--- src/rtl/dp_pkg.sv ---
// Shared datapath package.
// Holds the word width, the shift-amount width and the word type that the
// shifter and its sibling datapath elements agree on.
package dp_pkg;

  localparam int WORD_W  = 32;
  localparam int SHAMT_W = 5;   // log2(WORD_W)

  typedef logic [WORD_W-1:0] word_t;

endpackage : dp_pkg

--- src/rtl/right_shift_if.sv ---
// Operand/result bus of the registered right shifter.
//
// Handshake: valid-only, no backpressure. The master presents A/B with
// in_valid = 1 for exactly the cycles it wants a result; every such cycle is
// accepted at the rising edge. The slave answers one edge later with
// out_valid = 1 for one cycle per accepted operand; while out_valid = 0 the
// RightShifted_A value is stale and simply holds.
//
// Signals:
//   in_valid        master -> slave  operands valid this cycle
//   A               master -> slave  value to shift
//   B               master -> slave  unsigned shift amount (full word)
//   out_valid       slave -> master  RightShifted_A is a fresh result
//   RightShifted_A  slave -> master  logical right-shifted A
interface right_shift_if #(
  parameter int WIDTH = dp_pkg::WORD_W
);

  logic             in_valid;
  logic [WIDTH-1:0] A;
  logic [WIDTH-1:0] B;
  logic             out_valid;
  logic [WIDTH-1:0] RightShifted_A;

  modport master (
    output in_valid, A, B,
    input  out_valid, RightShifted_A
  );

  modport slave (
    input  in_valid, A, B,
    output out_valid, RightShifted_A
  );

endinterface : right_shift_if

--- src/rtl/rshift_stage.sv ---
// One barrel-shifter stage.
// Shifts the word right by SHIFT bit positions with zero fill when sel is
// set, otherwise passes it through untouched. Purely combinational.
//
// Ports:
//   sel       in   1      apply this stage's shift
//   in_word   in   WIDTH  word from the previous stage
//   out_word  out  WIDTH  word to the next stage
module rshift_stage #(
  parameter int WIDTH = 32,
  parameter int SHIFT = 1
) (
  input  logic             sel,
  input  logic [WIDTH-1:0] in_word,
  output logic [WIDTH-1:0] out_word
);

  always_comb begin
    out_word = in_word;
    if (sel) begin
      out_word = in_word >> SHIFT;
    end
  end

endmodule : rshift_stage

--- src/rtl/right_shift.sv ---
// Registered 32-bit logical right shifter: RightShifted_A = A >> B, zero
// filled, one cycle of latency, one operand accepted per clock.
// Any shift amount of WIDTH or more gives zero (no modulo wrap).
//
// Ports:
//   clk  in  1  rising-edge clock
//   rst  in  1  asynchronous, active-high reset
//   bus  slave modport of right_shift_if (in_valid, A, B -> out_valid,
//        RightShifted_A)
module right_shift
  import dp_pkg::*;
#(
  parameter int WIDTH      = WORD_W,
  parameter int SHAMT_BITS = SHAMT_W
) (
  input  logic          clk,
  input  logic          rst,
  right_shift_if.slave  bus
);

  // Barrel chain: stage_w[0] is A, stage_w[SHAMT_BITS] is A >> B[4:0].
  logic [WIDTH-1:0] stage_w [SHAMT_BITS+1];
  logic             out_of_range;
  logic [WIDTH-1:0] shifted;

  logic [WIDTH-1:0] result_d, result_q;
  logic             valid_d,  valid_q;

  assign stage_w[0] = bus.A;

  for (genvar k = 0; k < SHAMT_BITS; k++) begin : g_stage
    rshift_stage #(
      .WIDTH (WIDTH),
      .SHIFT (1 << k)
    ) u_stage (
      .sel      (bus.B[k]),
      .in_word  (stage_w[k]),
      .out_word (stage_w[k+1])
    );
  end

  // Any set bit above the stage selects means the amount is >= WIDTH.
  assign out_of_range = |bus.B[WIDTH-1:SHAMT_BITS];
  assign shifted      = out_of_range ? '0 : stage_w[SHAMT_BITS];

  // Only an accepted operand updates the result, so an idle (possibly
  // undriven) operand bus never reaches the output register.
  always_comb begin
    result_d = result_q;
    valid_d  = 1'b0;
    if (bus.in_valid) begin
      result_d = shifted;
      valid_d  = 1'b1;
    end
  end

  always_ff @(posedge clk or posedge rst) begin
    if (rst) begin
      result_q <= '0;
      valid_q  <= 1'b0;
    end else begin
      result_q <= result_d;
      valid_q  <= valid_d;
    end
  end

  assign bus.RightShifted_A = result_q;
  assign bus.out_valid      = valid_q;

endmodule : right_shift

--- src/flat_wrapper.sv ---
// flat-port wrapper written by rule: the top's interface ports become plain ports
module right_shift_flat import dp_pkg::*;
#(
  parameter int WIDTH      = WORD_W,
  parameter int SHAMT_BITS = SHAMT_W
)
  (clk, rst, bus_in_valid, bus_A, bus_B, bus_out_valid, bus_RightShifted_A);
  right_shift_if #(.WIDTH(WIDTH)) bus_i ();
  input  logic clk;
  input  logic rst;
  input wire logic [$bits(bus_i.in_valid)-1:0] bus_in_valid;
  input wire logic [$bits(bus_i.A)-1:0] bus_A;
  input wire logic [$bits(bus_i.B)-1:0] bus_B;
  output wire logic [$bits(bus_i.out_valid)-1:0] bus_out_valid;
  output wire logic [$bits(bus_i.RightShifted_A)-1:0] bus_RightShifted_A;
  assign bus_i.in_valid = bus_in_valid;
  assign bus_i.A = bus_A;
  assign bus_i.B = bus_B;
  assign bus_out_valid = bus_i.out_valid;
  assign bus_RightShifted_A = bus_i.RightShifted_A;
  right_shift #(.WIDTH(WIDTH), .SHAMT_BITS(SHAMT_BITS)) u_core (.clk(clk), .rst(rst), .bus(bus_i));
endmodule
--- config.mk ---
export PLATFORM = sky130hd
export DESIGN_NAME = right_shift_flat
export DESIGN_NICKNAME = d
export VERILOG_FILES = /design/src/rtl/dp_pkg.sv /design/src/rtl/right_shift_if.sv /design/src/rtl/rshift_stage.sv /design/src/rtl/right_shift.sv /design/src/flat_wrapper.sv
export SDC_FILE = /design/constraint.sdc
export NUM_CORES = 1
export LEC_CHECK = 0
export ABC_AREA = 1
export CAP_MARGIN = 20
export CORE_MARGIN = 5
export CORE_UTILIZATION = 30
export DETAILED_ROUTE_END_ITERATION = 12
export PLACE_DENSITY_LB_ADDON = 0.25
export REMOVE_ABC_BUFFERS = 1
export SLEW_MARGIN = 20
export SYNTH_ARGS = -nofsm -noshare
export SYNTH_HDL_FRONTEND = slang
export SYNTH_SLANG_ARGS = --single-unit
--- constraint.sdc ---
create_clock -name clk -period 1.2 [get_ports clk]
set_clock_uncertainty 0.2 [all_clocks]
set_input_delay 0.24 -clock clk [delete_from_list [all_inputs] [get_ports clk]]
set_output_delay 0.24 -clock clk [all_outputs]
set_load 0.05 [all_outputs]
# Word level (Yosys, flattened, before mapping)
# Cells that the tools add are included.
# totals
reg_bits,33
in_bits,67
output_inout_bits,33
word_cells,10
# op_classes
mux,7
n_reduce_logical,1
# op_table
cell,n
two-way mux 32 bit,6
OR reduction 27 bit,1
two-way mux 1 bit,1

# Longest topological paths before layout
# depth
ltp_word,6
depth_mapped,10
ltp_nobuf,9

# Modules after synthesis
# A second synthesis with hierarchy kept.
# hier_totals
hier_cells,735
area_unflattened_um2,4036.4
# modules_own_cells
module,instances,cells_per_inst,area_per_inst_um2,seq_area_each_um2
right_shift,1,250,1791.7,825.8
rshift_stage at u_core.g_stage[0].u_stage,1,103,490.5,0.0
rshift_stage at u_core.g_stage[2].u_stage,1,99,479.2,0.0
rshift_stage at u_core.g_stage[1].u_stage,1,102,466.7,0.0
rshift_stage at u_core.g_stage[3].u_stage,1,95,450.4,0.0
rshift_stage at u_core.g_stage[4].u_stage,1,86,357.8,0.0

# Worst setup path after synthesis
# Ideal clock, no wire load.
# synth_path
kind,input to register
startpoint,input port bus_B[3]
endpoint,"register u_core.result_q[13], in the netlist u_core.bus.RightShifted_A[13]"
setup_time_ns,0.069
arrival_time_ns,1.115
required_time_ns,0.931
slack_ns,-0.184
stages,6
n_path_buf,2
cell_sequence,clkbuf_1 > inv_1 > clkbuf_1 > nand4_1 > nand3b_1 > nand3_1
# synth_via
elab_chain_len,3
# synth_lines
element,line_no,text
"start, declared",flat_wrapper.sv:13,input wire logic [$bits(bus_i.B)-1:0] bus_B;
two-way mux 32 bit (2 in series),rshift_stage.sv:20,if (sel) begin
two-way mux 32 bit,right_shift.sv:44,assign shifted = out_of_range ? '0 : stage_w[SHAMT_BITS];
"end signal, assigned",right_shift.sv:62,result_q <= result_d;
"end, declared",right_shift.sv:26,"logic [WIDTH-1:0] result_d, result_q;"
# Every way passes these cells.
# A chain may end at the register's enable or synchronous reset.

# Worst setup path in the final report
# layout_path
startpoint,input port bus_A[11]
endpoint,"register u_core.result_q[7], in the netlist u_core.bus.RightShifted_A[7]"
# layout_via
elab_chain_len,6
# layout_lines
element,line_no,text
"start, declared",flat_wrapper.sv:12,input wire logic [$bits(bus_i.A)-1:0] bus_A;
two-way mux 32 bit (5 in series),rshift_stage.sv:20,
two-way mux 32 bit,right_shift.sv:44,
# Every way passes these cells.

==> flow_summary.yaml <==
status:
  status: "finished, violations left"
  violations: "setup timing"
grt:
  grt_usage: 0.203
  antenna_found_initial: 0
  grt_pass1_wl_mm: 18.9
  grt_max_degree: 34
  grt_pass1_vias: 3875
  overflow: 0
yosys:
  synth_largest_area_cell: "nand3_1"
  synth_cell_types: 21
  ys_top_cells_by_area: "nand3_1 30%, dfrtp_1 29%, nand2_1 23%, inv_1 4.1%, nor2_1 2.9%"
  seq_area_frac_synth: 0.288
  netlist_area_mm2: 0.00287
  synth_seq_cells: 33
  synth_area_per_cell_um2: 5.82
  yosysWarnings: 0
  synth_top_area_frac: 0.303
  syn_inst: 493
timing:
  maxSlewHeadroom: 0.810
  min_period_ns: 1.36
  fmax_mhz: 733
  hold_viol_final: 0
  setup_viol: 65
  worstMarginPinSlew_ns: 0.283
  rsz0062_at_grt: "yes"
  period_share: 1.14
  hold_ws_ns: 0.0595
  timing.final.ws_setup_ns: -0.165
  maxSlewViolCount: 0
cells_and_area:
  finalNetCount: 693
  syn_to_final_growth_pct: 94.4
  diodes: 0
  fin_cells: 756
  seq_area_um2: 828
  nFillCells: 847
  multi_input_area_mm2: 0.00241
  final_layout_size_suffix_gt1_frac: 0.447
power:
  power_uw: 3210
  p_int_uw: 2060
  p_clk_frac: 0.257
  p_per_area_mw_per_mm2: 575
  net-switching-power_uw: 1150
  switching_share: 0.358
  combPwrFrac: 0.396
  ir_drop_uv: 468
  seqPwrFrac: 0.347
  p_leak_uw: 0.00283
detailed_routing:
  drtAntennaViolNets: 0
  routed_via_density: 5.26
  drtPass1Iterations: 5
  drt-met1-wl_mm: 5.09
  drt_iter0_drc: 297
  route.met2.wl_mm: 6.17
  remaining_drc_errors: 0
  highest_layer: "met4"
  detail_route.wl_per_cell_um: 16.6
  dr_total_vias: 3980
  totalWireLength_mm: 12.5
  wl_met3_um: 975
place:
  pre_cts_ws_ns: -0.840
  gp_congestion: 0.946
  io_buffers: 99
  placedCellCount: 730
  dp_hpwl_mm: 8.71
die:
  coreArea_mm2: 0.00928
  initial_core_util: 0.309
  die_h_um: 108
  io_pins: 100
  die_area_mm2: 0.0116
  num_rows: 35
  die_w_um: 108
cts:
  ctsHtreeMaxLevel: 2
  cts_buffer_depth: 2
  clk_latency_ns: 0.28
  cts_root_buf: "clkbuf_8"
  clkTransAtPathRegs_ns: 0.07
  cts_tree: "built"
  cts_buffers: 5
  clock_sinks: 33
worst_setup_path:
  slowest_delay_ns: 0.45
  slowest_stage: "clkdlybuf4s50_1"
  path_max_fanout: 2
  required_ns: 1.17
  r2r-start: "u_core.bus.RightShifted_A[10]"
  crit_path_start: "bus_A[11]"
  crit_top_cell: "nand3_1"
  path_cells: "clkdlybuf4s50_1, nand2_1, nand3_1, nand3_1, nand3_1, nand3_4, nand3_2"
  crit_type: "input port to flop"
  endpoint_kind: "flop"
  cp-start-kind: "input port"
  worstPathArrival_ns: 1.33
hold_path:
  hold_path.class: "input port to flop"
  min_from: "bus_in_valid"
flow_run:
  cap_violations: 0
==> registers in the layout, indices dropped and copies added, names as in the netlist <==
signal                     count
u_core.bus.out_valid           1
u_core.bus.RightShifted_A     32
==> path summary, 6_finish.rpt <==
path,end,slack (ns),depth (start not counted)
worst max-delay path,u_core.bus.RightShifted_A[7],-0.16,7
worst min-delay path,u_core.bus.out_valid,0.06,2
worst max register to register,u_core.bus.RightShifted_A[10],0.14,4
worst min register to register,u_core.bus.RightShifted_A[24],0.36,2
max in group asynchronous,u_core.bus.RightShifted_A[10],0.51,3
min in group asynchronous,u_core.bus.RightShifted_A[5],0.11,3
==> cells by family (layout without fill, tap and decap cells) <==
kind of cell | after synthesis | in the layout | share of synthesized area
buffers and inverters | 63 | 197 | 0.0911
and+or+nand+nor | 390 | 390 | 0.609
AOI/OAI and AO/OA | 7 | 7 | 0.0122
DFF | 33 | 33 | 0.288
==> layout make-up <==
| class | count | share of cell area |
|---|---|---|
| Timing Repair Buffer | 154 | 0.348 |
| Clock inverter | 2 | 0.00179 |
| Sequential cell | 33 | 0.148 |
| Multi-Input combinational cell | 397 | 0.432 |
| Tap cell | 129 | 0.0289 |
| Clock buffer | 6 | 0.0130 |
| Inverter | 35 | 0.0276 |
==> layer usage <==
| layer | up-vias | track usage |
|---|---|---|
| met1 | 1876 | 0.262 |
| met3 | 20 | 0.0384 |
| li1 | 1902 | - |
| met4 | 0 | 0.0478 |
| met5 | - | 0 |
| met2 | 182 | 0.348 |
==> cells in the final DEF, fill, tap and decap left out, types with 4 or more instances in the layout <==
master,instances
nand2_1,138
nand3_1,96
nand3_2,75
buf_12,43
nand2_2,32
buf_4,32
dfrtp_1,31
dlygate4sd2_1,18
nor2_1,17
inv_1,16
buf_2,16
buf_6,16
inv_2,14
clkdlybuf4s50_1,14
nand2_4,9
nand3_4,6
nand4_1,6
o21ai_2,5
clkbuf_8,5
nor2_2,4
==> worst max-delay path: cells and delay by family <==
kind / cells / cell delay, ns
and+or+nand+nor: 6 / 0.64
buffers and inverters: 1 / 0.45
==> power by group through the flow <==
stage                     sequential (µW)  combinational (µW)  clock, µW
after floorplan                      1140                 451          0
after global placement               1140                1010          0
after detailed placement             1140                1010          0
after CTS                            1110                1110        838
after global routing                 1110                1370        881
final                                1110                1270        824
==> stage by stage <==
step | utilization | TNS [ns] | cell area [µm²]
floorplan | - | -13.16 | 2740
CTS | 0.549 | -8.39 | 5100
detailed placement | 0.497 | -25.18 | 4610
finish | 0.601 | -6.85 | 5580
global route | 0.601 | -9.41 | 5580
global placement | 0.497 | -24.53 | 4610
==> cell usage after synthesis <==
master and count:
o21ai_1 2, or2_2 1, clkinv_1 2, nor2_2 1, nand2_1 178, inv_1 31
nand4_1 6, buf_6 2, nand3b_1 2, nor3_1 1, dfrtp_1 33, clkbuf_1 15
nor2_1 22, nand3_2 3, o21ai_0 5, nor2_8 1, nand2_2 1, inv_2 2
nand3_1 174, buf_2 8, buf_1 3
==> repair_timing <==
action	CTS	global route
hold buffers	0	0
setup endpoints to repair	65	65
resized for setup	206	118
cloned	6	2
buffers inserted	9	1
pin swaps	61	39
No activity file was read; power rests on OpenSTA's default activity.
